$ cat src/rtl/cascade_counter_pkg.sv
// Shared types and helpers for the cascaded mod-N up/down counter.
// Provides default geometry, the clr/load/step priority encoder and a digit-slice macro.
`ifndef CASCADE_COUNTER_PKG_SV
`define CASCADE_COUNTER_PKG_SV

`define CC_DIGIT(vec, i, w) vec[(i)*(w) +: (w)]

package cascade_counter_pkg;

  localparam int STAGES_DEF  = 6;
  localparam int DIGIT_W_DEF = 4;
  localparam int MODULUS_DEF = 10;
  localparam int CNT_W       = STAGES_DEF * DIGIT_W_DEF;
  localparam int DIGIT_MAX   = MODULUS_DEF - 1;

  typedef enum logic [1:0] {
    OP_HOLD = 2'd0,
    OP_STEP = 2'd1,
    OP_LOAD = 2'd2,
    OP_CLR  = 2'd3
  } op_e;

  // clr beats load beats counting, whatever the other controls say
  function automatic op_e cc_op(input logic clr, input logic load, input logic step);
    if (clr)       return OP_CLR;
    else if (load) return OP_LOAD;
    else if (step) return OP_STEP;
    else           return OP_HOLD;
  endfunction

endpackage

`endif

$ cat src/rtl/cascade_counter_if.sv
// Control/status bundle between a lab top level and cascade_counter.
interface cascade_counter_if
  import cascade_counter_pkg::*;
#(
  parameter int STAGES  = STAGES_DEF,
  parameter int DIGIT_W = DIGIT_W_DEF
);

  localparam int W = STAGES * DIGIT_W;

  logic         clr;
  logic         load;
  logic [W-1:0] load_val;
  logic         en;
  logic         up;
  logic [W-1:0] count;
  logic         tc;
  logic         wrap_o;

  modport master (
    output clr, load, load_val, en, up,
    input  count, tc, wrap_o
  );

  modport slave (
    input  clr, load, load_val, en, up,
    output count, tc, wrap_o
  );

endinterface

$ cat src/rtl/cascade_counter_digit.sv
// One mod-MODULUS up/down digit of the cascade; steps when its carry/borrow-in is set.
// hold_i freezes stepping without disturbing tc_o, which lets the top saturate loop-free.
module counter_digit
  import cascade_counter_pkg::*;
#(
  parameter int DIGIT_W = 4,
  parameter int MODULUS = 10
) (
  input  logic               clk,
  input  logic               rst_n,
  input  logic               ci,
  input  logic               hold_i,
  input  logic               clr,
  input  logic               load,
  input  logic [DIGIT_W-1:0] load_val,
  input  logic               up,
  output logic [DIGIT_W-1:0] q,
  output logic               tc_o
);

  localparam logic [DIGIT_W-1:0] DMAX = DIGIT_W'(MODULUS - 1);
  localparam logic [DIGIT_W:0]   MODV = (DIGIT_W + 1)'(MODULUS);

  logic [DIGIT_W-1:0] q_q, q_d;
  logic               atTerm;

  assign atTerm = up ? (q_q == DMAX) : (q_q == '0);
  assign tc_o   = ci & atTerm;

  // Out-of-range load values collapse to zero so the digit never leaves 0..MODULUS-1
  always_comb begin
    q_d = q_q;
    case (cc_op(clr, load, ci & ~hold_i))
      OP_CLR:  q_d = '0;
      OP_LOAD: q_d = ({1'b0, load_val} >= MODV) ? '0 : load_val;
      OP_STEP: begin
        if (up) q_d = (q_q == DMAX) ? '0 : q_q + DIGIT_W'(1);
        else    q_d = (q_q == '0) ? DMAX : q_q - DIGIT_W'(1);
      end
      default: q_d = q_q;
    endcase
  end

  always_ff @(posedge clk or negedge rst_n) begin
    if (!rst_n) q_q <= '0;
    else        q_q <= q_d;
  end

  assign q = q_q;

endmodule

$ cat src/rtl/cascade_counter.sv
// STAGES-digit cascaded mod-MODULUS up/down counter with load, clear and full-wrap pulse.
// Define CASCADE_COUNTER_SATURATE_EN to make the counter stick at its end values instead of wrapping.
module cascade_counter
  import cascade_counter_pkg::*;
#(
  parameter int STAGES  = 6,
  parameter int DIGIT_W = 4,
  parameter int MODULUS = 10
) (
  input  logic             clk,
  input  logic             rst_n,
  cascade_counter_if.slave bus
);

  localparam int W = STAGES * DIGIT_W;

  logic [STAGES-1:0] ci;
  logic [STAGES-1:0] tcVec;
  logic [W-1:0]      countW;
  logic              hold;
  logic              wrap_q, wrap_d;

  // Each digit's terminal flag already includes its own carry-in, so chaining them
  // gives "all lower digits at terminal" for free.
  for (genvar i = 0; i < STAGES; i++) begin : g_digit
    if (i == 0) begin : g_first
      assign ci[i] = bus.en;
    end else begin : g_rest
      assign ci[i] = tcVec[i-1];
    end

    counter_digit #(
      .DIGIT_W (DIGIT_W),
      .MODULUS (MODULUS)
    ) u_digit (
      .clk      (clk),
      .rst_n    (rst_n),
      .ci       (ci[i]),
      .hold_i   (hold),
      .clr      (bus.clr),
      .load     (bus.load),
      .load_val (`CC_DIGIT(bus.load_val, i, DIGIT_W)),
      .up       (bus.up),
      .q        (`CC_DIGIT(countW, i, DIGIT_W)),
      .tc_o     (tcVec[i])
    );
  end

  assign bus.tc = &tcVec;

`ifdef CASCADE_COUNTER_SATURATE_EN
  assign hold   = bus.tc;
  assign wrap_d = 1'b0;
`else
  assign hold   = 1'b0;
  assign wrap_d = (cc_op(bus.clr, bus.load, bus.tc) == OP_STEP);
`endif

  always_ff @(posedge clk or negedge rst_n) begin
    if (!rst_n) wrap_q <= 1'b0;
    else        wrap_q <= wrap_d;
  end

  assign bus.count  = countW;
  assign bus.wrap_o = wrap_q;

endmodule

$ cat src/flat_wrapper.sv
// flat-port wrapper written by rule: the top's interface ports become plain ports
module cascade_counter_flat import cascade_counter_pkg::*;
#(
  parameter int STAGES  = 6,
  parameter int DIGIT_W = 4,
  parameter int MODULUS = 10
)
  (clk, rst_n, bus_clr, bus_load, bus_load_val, bus_en, bus_up, bus_count, bus_tc, bus_wrap_o);
  cascade_counter_if #(.STAGES(STAGES), .DIGIT_W(DIGIT_W)) bus_i ();
  input  logic clk;
  input  logic rst_n;
  input wire logic [$bits(bus_i.clr)-1:0] bus_clr;
  input wire logic [$bits(bus_i.load)-1:0] bus_load;
  input wire logic [$bits(bus_i.load_val)-1:0] bus_load_val;
  input wire logic [$bits(bus_i.en)-1:0] bus_en;
  input wire logic [$bits(bus_i.up)-1:0] bus_up;
  output wire logic [$bits(bus_i.count)-1:0] bus_count;
  output wire logic [$bits(bus_i.tc)-1:0] bus_tc;
  output wire logic [$bits(bus_i.wrap_o)-1:0] bus_wrap_o;
  assign bus_i.clr = bus_clr;
  assign bus_i.load = bus_load;
  assign bus_i.load_val = bus_load_val;
  assign bus_i.en = bus_en;
  assign bus_i.up = bus_up;
  assign bus_count = bus_i.count;
  assign bus_tc = bus_i.tc;
  assign bus_wrap_o = bus_i.wrap_o;
  cascade_counter #(.STAGES(STAGES), .DIGIT_W(DIGIT_W), .MODULUS(MODULUS)) u_core (.clk(clk), .rst_n(rst_n), .bus(bus_i));
endmodule
$ cat config.mk
export PLATFORM = sky130hd
export DESIGN_NAME = cascade_counter_flat
export DESIGN_NICKNAME = d
export VERILOG_FILES = /design/src/rtl/cascade_counter_pkg.sv /design/src/rtl/cascade_counter_if.sv /design/src/rtl/cascade_counter_digit.sv /design/src/rtl/cascade_counter.sv /design/src/flat_wrapper.sv
export SDC_FILE = /design/constraint.sdc
export NUM_CORES = 1
export LEC_CHECK = 0
export ABC_CLOCK_PERIOD_IN_PS = 3000
export CAP_MARGIN = 0
export CELL_PAD_IN_SITES_DETAIL_PLACEMENT = 0
export CELL_PAD_IN_SITES_GLOBAL_PLACEMENT = 1
export CORE_MARGIN = 1
export CORE_UTILIZATION = 41
export CTS_BUF_LIST = sky130_fd_sc_hd__clkbuf_8
export CTS_CLUSTER_DIAMETER = 120
export DETAILED_ROUTE_END_ITERATION = 10
export GPL_TIMING_DRIVEN = 0
export PLACE_DENSITY = 0.92
export SYNTH_ARGS = -nofsm -noshare
export SYNTH_HDL_FRONTEND = slang
export SYNTH_SLANG_ARGS = --single-unit
$ cat constraint.sdc
create_clock -name clk -period 3 [get_ports clk]
set_clock_uncertainty 0.15 [all_clocks]
set_input_delay 0.45 -clock clk [delete_from_list [all_inputs] [get_ports clk]]
set_output_delay 0.45 -clock clk [all_outputs]
set_load 0.03 [all_outputs]
==> impl_metrics.env <==
export IMPL_status="finished, final reports clean"
export IMPL_drt_total_wl_mm=6.95
export IMPL_crit_buf_inv=3
export IMPL_fin_util_pct=53.5
export IMPL_maxSlewHeadroom_pct=19.8
export IMPL_path_cells="buf_2 -> nor2_2 -> o211ai_4 -> or2_1 -> buf_2 -> or3_4 -> a211oi_2 -> buf_4"
export IMPL_leakage_nw=1.20
export IMPL_die_area_mm2=0.00642
export IMPL_fp_coreArea_mm2=0.00592
export IMPL_clockBufferDepth=2
export IMPL_drive_gt1_share_pct=8.38
export IMPL_ys_ff_latch=25
export IMPL_critPathCaptureType="output pin"
export IMPL_seqCellArea_um2=626
export IMPL_hp_class="input port to flip-flop"
export IMPL_fin_area_mm2=0.00317
export IMPL_powerDensity_mw_per_mm2=353
export IMPL_synthDistinctLibCells=61
export IMPL_crit_path_top_delay_cell="dfrtp_1"
export IMPL_grt_setup_unrepaired="no"
export IMPL_grt_usage_pct=22.3
export IMPL_crit_family="simple AND/OR/NAND/NOR gates"
export IMPL_synth_flop_cell="dfrtp_1"
export IMPL_nets=416
export IMPL_max_freq_mhz=349
export IMPL_grt_pass1_wl_mm=11.3
export IMPL_synthTopCellsByArea="dfrtp_1, nor2_1, o21ai_0"
export IMPL_yosys_top_cells_count="nor2_1, dfrtp_1, o21ai_0"
export IMPL_num_rows=28
export IMPL_antenna_cells=0
export IMPL_port_buffers=53
export IMPL_start_util_pct=42.3
export IMPL_hold_slack_ns=0.423
export IMPL_viasPerCell=5.81
export IMPL_synth_most_common_cell="nor2_1"
export IMPL_num_fill_cells=589
export IMPL_syn_area_mm2=0.00250
export IMPL_ant_nets=0
export IMPL_cap_violations=0
export IMPL_placedCellCount=455
export IMPL_crit_path_max_incr_delay_ns=0.38
export IMPL_post_synth_cell_area_avg_um2=7.66
export IMPL_synth_cells=327
export IMPL_min_period_over_period_pct=95.6
export IMPL_via_count=2656
export IMPL_grt_max_degree=26
export IMPL_cts_tree="yes"
export IMPL_seq_area_frac_synth_pct=25.0
export IMPL_start_kind="flip-flop"
export IMPL_drv_slew=0
export IMPL_arrival_ns=2.27
export IMPL_first_global_vias=2421
export IMPL_antenna_found_initial=0
export IMPL_clk_latency_ns=0.28
export IMPL_path_common_cell="buf_2"
export IMPL_grt_ovfl_total=0
export IMPL_min_period_ns=2.87
export IMPL_yosysTopAreaCellShare_pct=25.0
export IMPL_synth_top_cell_by_area="dfrtp_1"
export IMPL_cp_required_ns=2.40
export IMPL_irDropWorstVdd_mv=0.239
export IMPL_cts_buffers=3
export IMPL_cts_hold_buf=0
export IMPL_synth_edf_count=0
export IMPL_cts_clk_slew_worst_paths_ns=0.10
export IMPL_drt_iter0_drc=100
export IMPL_placed_area_mm2=0.00313
export IMPL_cp_max_fo=10
export IMPL_ios=56
export IMPL_cts_htree_levels=1
export IMPL_firstDrtPassIters=4
export IMPL_tightest_slew_ns=1.20
export IMPL_finalSetupViolations=0
export IMPL_die_h_um=80.1
export IMPL_multi_input_area_mm2=0.00168
export IMPL_synth_warnings=0
export IMPL_gp_congestion=0.842
export IMPL_dp_hpwl_mm=5.04
export IMPL_wl_per_cell_um=15.2
export IMPL_finalNonFillerCells=457
export IMPL_synth_nets=360
export IMPL_drc=0
export IMPL_clock_root_buffer="clkbuf_8"
export IMPL_die_w_um=80.1
export IMPL_hold_viol=0
export IMPL_cts_sinks=25
export IMPL_area_growth_pct=26.5
export IMPL_async_reset_ff_share_pct=100
export IMPL_worstSetupPathType="flip-flop to output pin"
[layer usage]
layer | part of all wire (%) | up-vias | track usage [%]
met5 | 0 | - | 0
met4 | 1.4 | 0 | 3.57
met3 | 5.0 | 8 | 2.95
met2 | 49 | 79 | 40.2
met1 | 44 | 1256 | 28.7
li1 | - | 1313 | -
[through the flow]
stage	power (mW)	setup slack [ns]	TNS, ns
final	1.12	0.131	0
after global routing	1.18	0.0143	0
after CTS	1.12	0.0353	0
after detailed placement	0.902	-0.298	-0.298
after global placement	0.896	-0.282	-0.282
after floorplan	0.729	0.193	0
[power by group]
| part | switching (mW) | internal [mW] | leakage (nW) | total (mW) |
|---|---|---|---|---|
| Combinational | 0.287 | 0.208 | 0.844 | 0.496 |
| Sequential | 0.0360 | 0.365 | 0.331 | 0.401 |
| Clock | 0.131 | 0.0922 | 0.0269 | 0.224 |
| Total | 0.455 | 0.665 | 1.20 | 1.12 |
[layout by cell type (no fill, tap or decap), types with 8 or more instances in the layout]
| cell | instances |
|---|---|
| clkdlybuf4s50_1 | 52 |
| nor2_1 | 34 |
| dfrtp_1 | 25 |
| o21ai_0 | 24 |
| a21oi_1 | 22 |
| nand2_1 | 18 |
| nand3_1 | 17 |
| clkbuf_1 | 16 |
| inv_1 | 15 |
| buf_2 | 11 |
| and3_1 | 9 |
| nor3_1 | 8 |
[path summary, 6_finish.rpt]
path                       slack, ns                           start  cells past startpoint                        endpoint
setup / recovery                0.13  u_core.g_digit[0].u_digit.q[1]                      8                          bus_tc
hold / removal                  0.42                          bus_en                      2  u_core.g_digit[0].u_digit.q[1]
setup reg to reg                0.67  u_core.g_digit[3].u_digit.q[0]                      6  u_core.g_digit[5].u_digit.q[0]
hold reg to reg                 0.56  u_core.g_digit[2].u_digit.q[2]                      1  u_core.g_digit[2].u_digit.q[2]
max in group asynchronous       1.34                           rst_n                      1  u_core.g_digit[4].u_digit.q[3]
min in group asynchronous       0.64                           rst_n                      1  u_core.g_digit[2].u_digit.q[2]
[worst reg2reg max path: stages (launching register included)]
cell and delay [ns]:
dfrtp_1 0.42, buf_2 0.19, nor3_1 0.18, o21ai_1 0.12
o41ai_4 0.65, nand2_4 0.14, a221o_1 0.37
[what timing repair did]
item,4_1_cts,5_1_grt
pin swaps,0,1
gates resized for setup,5,2
endpoints found under the setup margin,1,1
setup buffers,0,0
[layout make-up]
| cell class | count | share of cell area [%] |
|---|---|---|
| multi-input cells | 255 | 53.1 |
| clock inverters | 1 | 0.118 |
| repair buffers | 53 | 16.7 |
| plain buffers | 31 | 4.46 |
| well taps | 75 | 2.96 |
| inverters | 14 | 1.66 |
| flip-flops and latches | 25 | 19.7 |
| clock buffers | 3 | 1.30 |
[flip-flops by register name, summed over array words and instances (netlist names)]
signal	cells
u_core.bus.wrap_o	1
u_core.g_digit.u_digit.q	24
[logic make-up (layout without fill, tap and decap cells)]
logic type | Yosys count | count (layout) | synth area share, %
multiplexers | 15 | 15 | 6.40
flip-flops | 25 | 25 | 25.0
buffers and inverters | 47 | 102 | 8.05
XOR/XNOR | 7 | 7 | 2.45
AND/OR/NAND/NOR | 126 | 126 | 26.9
adder cells (fa/ha/maj) | 3 | 3 | 1.50
AO/OA/AOI/OAI | 104 | 104 | 29.7
Power figures use the tool's default switching activity.
==> variant 1 (config.mk and constraints unchanged) <==
Build with the macro `CASCADE_COUNTER_SATURATE_EN` defined.
--- a/src/rtl/cascade_counter.sv
+++ b/src/rtl/cascade_counter.sv
@@ -2,2 +2,4 @@
 // Define CASCADE_COUNTER_SATURATE_EN to make the counter stick at its end values instead of wrapping.
+`define CASCADE_COUNTER_SATURATE_EN
+
 module cascade_counter
Formal check against the unedited RTL: not equivalent (Yosys sat finds a counterexample within 4 cycles, from zero or initial values and one cycle with rst_n low).
==> variant 1 against the unedited design <==
Worst setup slack gained 0.023 ns; synthesized cell count increased by 7.3%; sequential cell count down 1; area after synthesis rose by 3.0%; wire length is 19% higher; power is 5.0% lower; first-iteration DRC count rose to 2.7 times the old value; cell area grew 2.8%; critical endpoint unchanged; largest power group unchanged.
==> variant 1: results (changes against the unedited design) <==
| Metric | Value |
|---|---|
| First-pass GRT wire length | 13.3 mm (was 11.3 mm) |
| Pre-CTS setup slack | -0.556 ns (was -0.298 ns) |
| I/O Buffers | 52 (was 53) |
| Leakage | 1.20 nW (about the same) |
| Placer Congestion | 0.910 (was 0.842) |
| DR pass1 iterations | 7 (was 4) |
| Filler cell count | 592 (was 589) |
| Dpl hpwl | 5.98 mm (was 5.04 mm) |
| Worst EP arrival | 2.25 ns (was 2.27 ns) |
| Post-Synthesis Cells | 351 (was 327) |
| Fraction of area in multi-input gates | 55.6% (was 53.1%) |
| Sequential-to-total area share from yosys stat | 23.3% (was 25.0%) |
| Crit path from | u_core.g_digit[5].u_digit.q[1]$_DFFE_PN0P_ (was u_core.g_digit[0].u_digit.q[1]$_DFFE_PN0P_) |
| Yosys cell types | 66 (was 61) |
| Worst Path Max Fanout | 8 (was 10) |
| Detailed router's first-iteration violation count | 273 (was 100) |
| Routed WL | 8.28 mm (was 6.95 mm) |
| Routed vias | 2994 (was 2656) |
| Placed Instances | 478 (was 455) |
| Vias in the first global route | 2741 (was 2421) |
| Layout cell share with drive strength beyond 1 | 7.35% (was 8.38%) |
| Outcome | finished clean (unchanged) |
| Max_slew headroom | 48.3% (was 19.8%) |
| Non-clock buffer share | 20.1% (was 21.1%) |
| Seq_cells | 24 (was 25) |
| Sequential power | 0.373 mW (was 0.401 mW) |
| Number of non-clock buffers | 87 (was 84) |
| Synth area leaders | dfrtp_1 23%, o21ai_0 4.9%, nand3_1 4.5%, clkbuf_1 4.2%, nor2_1 4.2% (was dfrtp_1 25%, nor2_1 5.1%, o21ai_0 4.8%, a21oi_1 4.4%, nand3_1 3.4%) |
| Nonclk inv count | 11 (was 14) |
| R2r endpoint | u_core.g_digit[2].u_digit.q[2]$_DFFE_PN0P_ (was u_core.g_digit[5].u_digit.q[0]$_DFFE_PN0P_) |
| Sw Ratio | 39.0% (was 40.6%) |
| P_comb | 0.444 mW (was 0.496 mW) |
variant 1: metal layers:
metal,part of all wire (%),wire (um)
met5,0,0
met4,1.6,133
met3,6.2,510
met2,46,3790
met1,46,3840
variant 1: timing repair:
item	CTS	global route
resized for setup	7	3
setup endpoints to repair	1	1
setup buffers	1	0
pin swaps	1	0
variant 1: cell families (layout without fill, tap and decap cells):
| family | Yosys count | in the layout | share of synthesized area, % |
|---|---|---|---|
| mux | 8 | 8 | 3.20 |
| compound gates | 111 | 111 | 30.8 |
| fa+ha+maj | 3 | 3 | 1.46 |
| buf+inv | 45 | 102 | 6.94 |
| xor+xnor | 7 | 7 | 2.38 |
| simple gates | 152 | 152 | 31.8 |
| flops | 24 | 24 | 23.3 |
| other cells | 1 | 1 | 0.145 |
variant 1: metrics by stage:
stage | cell area [um^2] | util [%]
after floorplan | 2580 | -
after global placement | 3190 | 53.3
after detailed placement | 3190 | 53.3
after CTS | 3270 | 54.5
after global routing | 3260 | 54.4
final | 3260 | 54.4
==> variant 2 (config.mk and constraints unchanged) <==
Made on the original files. Make the reset (`rst_n`) synchronous in 2 clocked blocks.
--- a/src/rtl/cascade_counter_digit.sv
+++ b/src/rtl/cascade_counter_digit.sv
@@ -43,3 +43,3 @@
 
-  always_ff @(posedge clk or negedge rst_n) begin
+  always_ff @(posedge clk) begin
     if (!rst_n) q_q <= '0;
--- a/src/rtl/cascade_counter.sv
+++ b/src/rtl/cascade_counter.sv
@@ -58,3 +58,3 @@
 
-  always_ff @(posedge clk or negedge rst_n) begin
+  always_ff @(posedge clk) begin
     if (!rst_n) wrap_q <= 1'b0;
Formal check against the unedited RTL: differs if rst_n is asserted again (counterexample within 4 cycles, from zero or initial values and one cycle with rst_n low); with rst_n held inactive, the same outputs for 10 cycles.
==> variant 2 against the unedited design <==
Wire length grew 3.8%; cell count shrank 1.5%; worst setup slack gained 0.052 ns; cell area shrank 3.6%; area after synthesis shrank 4.5%; worst hold slack lost 0.0060 ns; sequential cell count is the same; power shrank 19%.
==> variant 2: results (changes against the unedited design) <==
| Metric | Value |
|---|---|
| Number of non-clock buffers | 82 (was 84) |
| Hold Path Origin | u_core.g_digit[5].u_digit.q[1]$_SDFFE_PN0P_ (was bus_en) |
| Outcome | finished clean (unchanged) |
| Metal2 WL | 3.50 mm (was 3.43 mm) |
| Routed WL | 7.21 mm (was 6.95 mm) |
| Yosys cell types | 69 (was 61) |
| Ys async rst share | 0% (was 100%) |
| Multi-input gate area | 0.00169 mm^2 (was 0.00168 mm^2) |
| Dpl hpwl | 5.33 mm (was 5.04 mm) |
| Clock share of power | 23.1% (was 20.0%) |
| R2r endpoint | u_core.g_digit[5].u_digit.q[3]$_SDFFE_PN0P_ (was u_core.g_digit[5].u_digit.q[0]$_DFFE_PN0P_) |
| Max VDD drop | 337 uV (was 239 uV) |
| Sequential power | 0.365 mW (was 0.401 mW) |
| Layout cell share with drive strength beyond 1 | 10.3% (was 8.38%) |
| Clk tree area frac | 1.47% (was 1.42%) |
| Max Fclk | 355 MHz (was 349 MHz) |
| Syn Nets | 354 (was 360) |
| Post-synthesis compound-gate area fraction | 35.4% (was 29.7%) |
| Hold crit path type | register to register (was primary input to register) |
| Met1 Wirelength | 3.25 mm (was 3.08 mm) |
| Final #Nets | 412 (was 416) |
| Internal power | 0.582 mW (was 0.665 mW) |
| Mux contribution to synthesized area | 2.09% (was 6.40%) |
| Met1 usage | 30.8% (was 28.7%) |
| WL met3 | 414 um (was 347 um) |
| Worst EP arrival | 2.22 ns (was 2.27 ns) |
| Detailed router's first-iteration violation count | 115 (was 100) |
| Critical Path Slowest Stage Cell | dlygate4sd2_1 (was dfrtp_1) |
| Leakage | 1.13 nW (was 1.20 nW) |
| Seq pwr share | 40.2% (was 35.8%) |
| Hold EP | u_core.g_digit[5].u_digit.q[1]$_SDFFE_PN0P_ (was u_core.g_digit[0].u_digit.q[1]$_DFFE_PN0P_) |
| Filler cell count | 561 (was 589) |
| Met2 Usage GRT | 41.8% (was 40.2%) |
| Nonclk inv count | 11 (was 14) |
| Largest net degree at the start of global routing | 14 (was 26) |
| Placed Instances | 446 (was 455) |
| Post-synthesis adder-cell area fraction | 1.57% (was 1.50%) |
| Syn Area/Cell | 7.44 um^2 (was 7.66 um^2) |
| Synth area leaders | dfxtp_1 21%, o21ai_0 6.1%, a21oi_1 4.4%, nor2_1 3.6%, nand2_1 3.3% (was dfrtp_1 25%, nor2_1 5.1%, o21ai_0 4.8%, a21oi_1 4.4%, nand3_1 3.4%) |
| Top cells by count, synth | 29 x o21ai_0, 25 x dfxtp_1, 23 x nor2_1 (was 34 x nor2_1, 25 x dfrtp_1, 24 x o21ai_0) |
| Pre-CTS setup slack | -0.0352 ns (was -0.298 ns) |
| Grt met3 use | 3.26% (was 2.95%) |
-- variant 2: cell types whose count changed in the layout (fill, tap and decap cells not counted), sizes merged, moves of 4 or more --
cell    unedited run  this run
o221a              0         4
clkbuf            19        14
a221o              4         0
a221oi             4         0
a311oi             0         4
mux2               8         0
nor2              35        25
dfrtp             25         0
a31oi              3         8
dfxtp              0        25
-- variant 2: metrics by stage --
stage                     cell area (um^2)  hold slack [ns]
after floorplan                       2390            0.434
after global placement                3010            0.395
after detailed placement              3010            0.409
after CTS                             3050            0.423
after global routing                  3050            0.456
final                                 3050            0.417
-- variant 2: cells by family after synthesis --
family | Yosys count
buffers and inverters | 40
XOR/XNOR | 6
adder cells (fa/ha/maj) | 3
AND/OR/NAND/NOR | 122
multiplexers | 5
flip-flops | 25
AO/OA/AOI/OAI | 120
-- variant 2: critical path, delay by kind of cell, from the launching register on --
family / cells / cell delay [ns]
compound gates: 1 / 0.16
flops: 1 / 0.32
simple gates: 3 / 0.88
buf+inv: 2 / 0.58
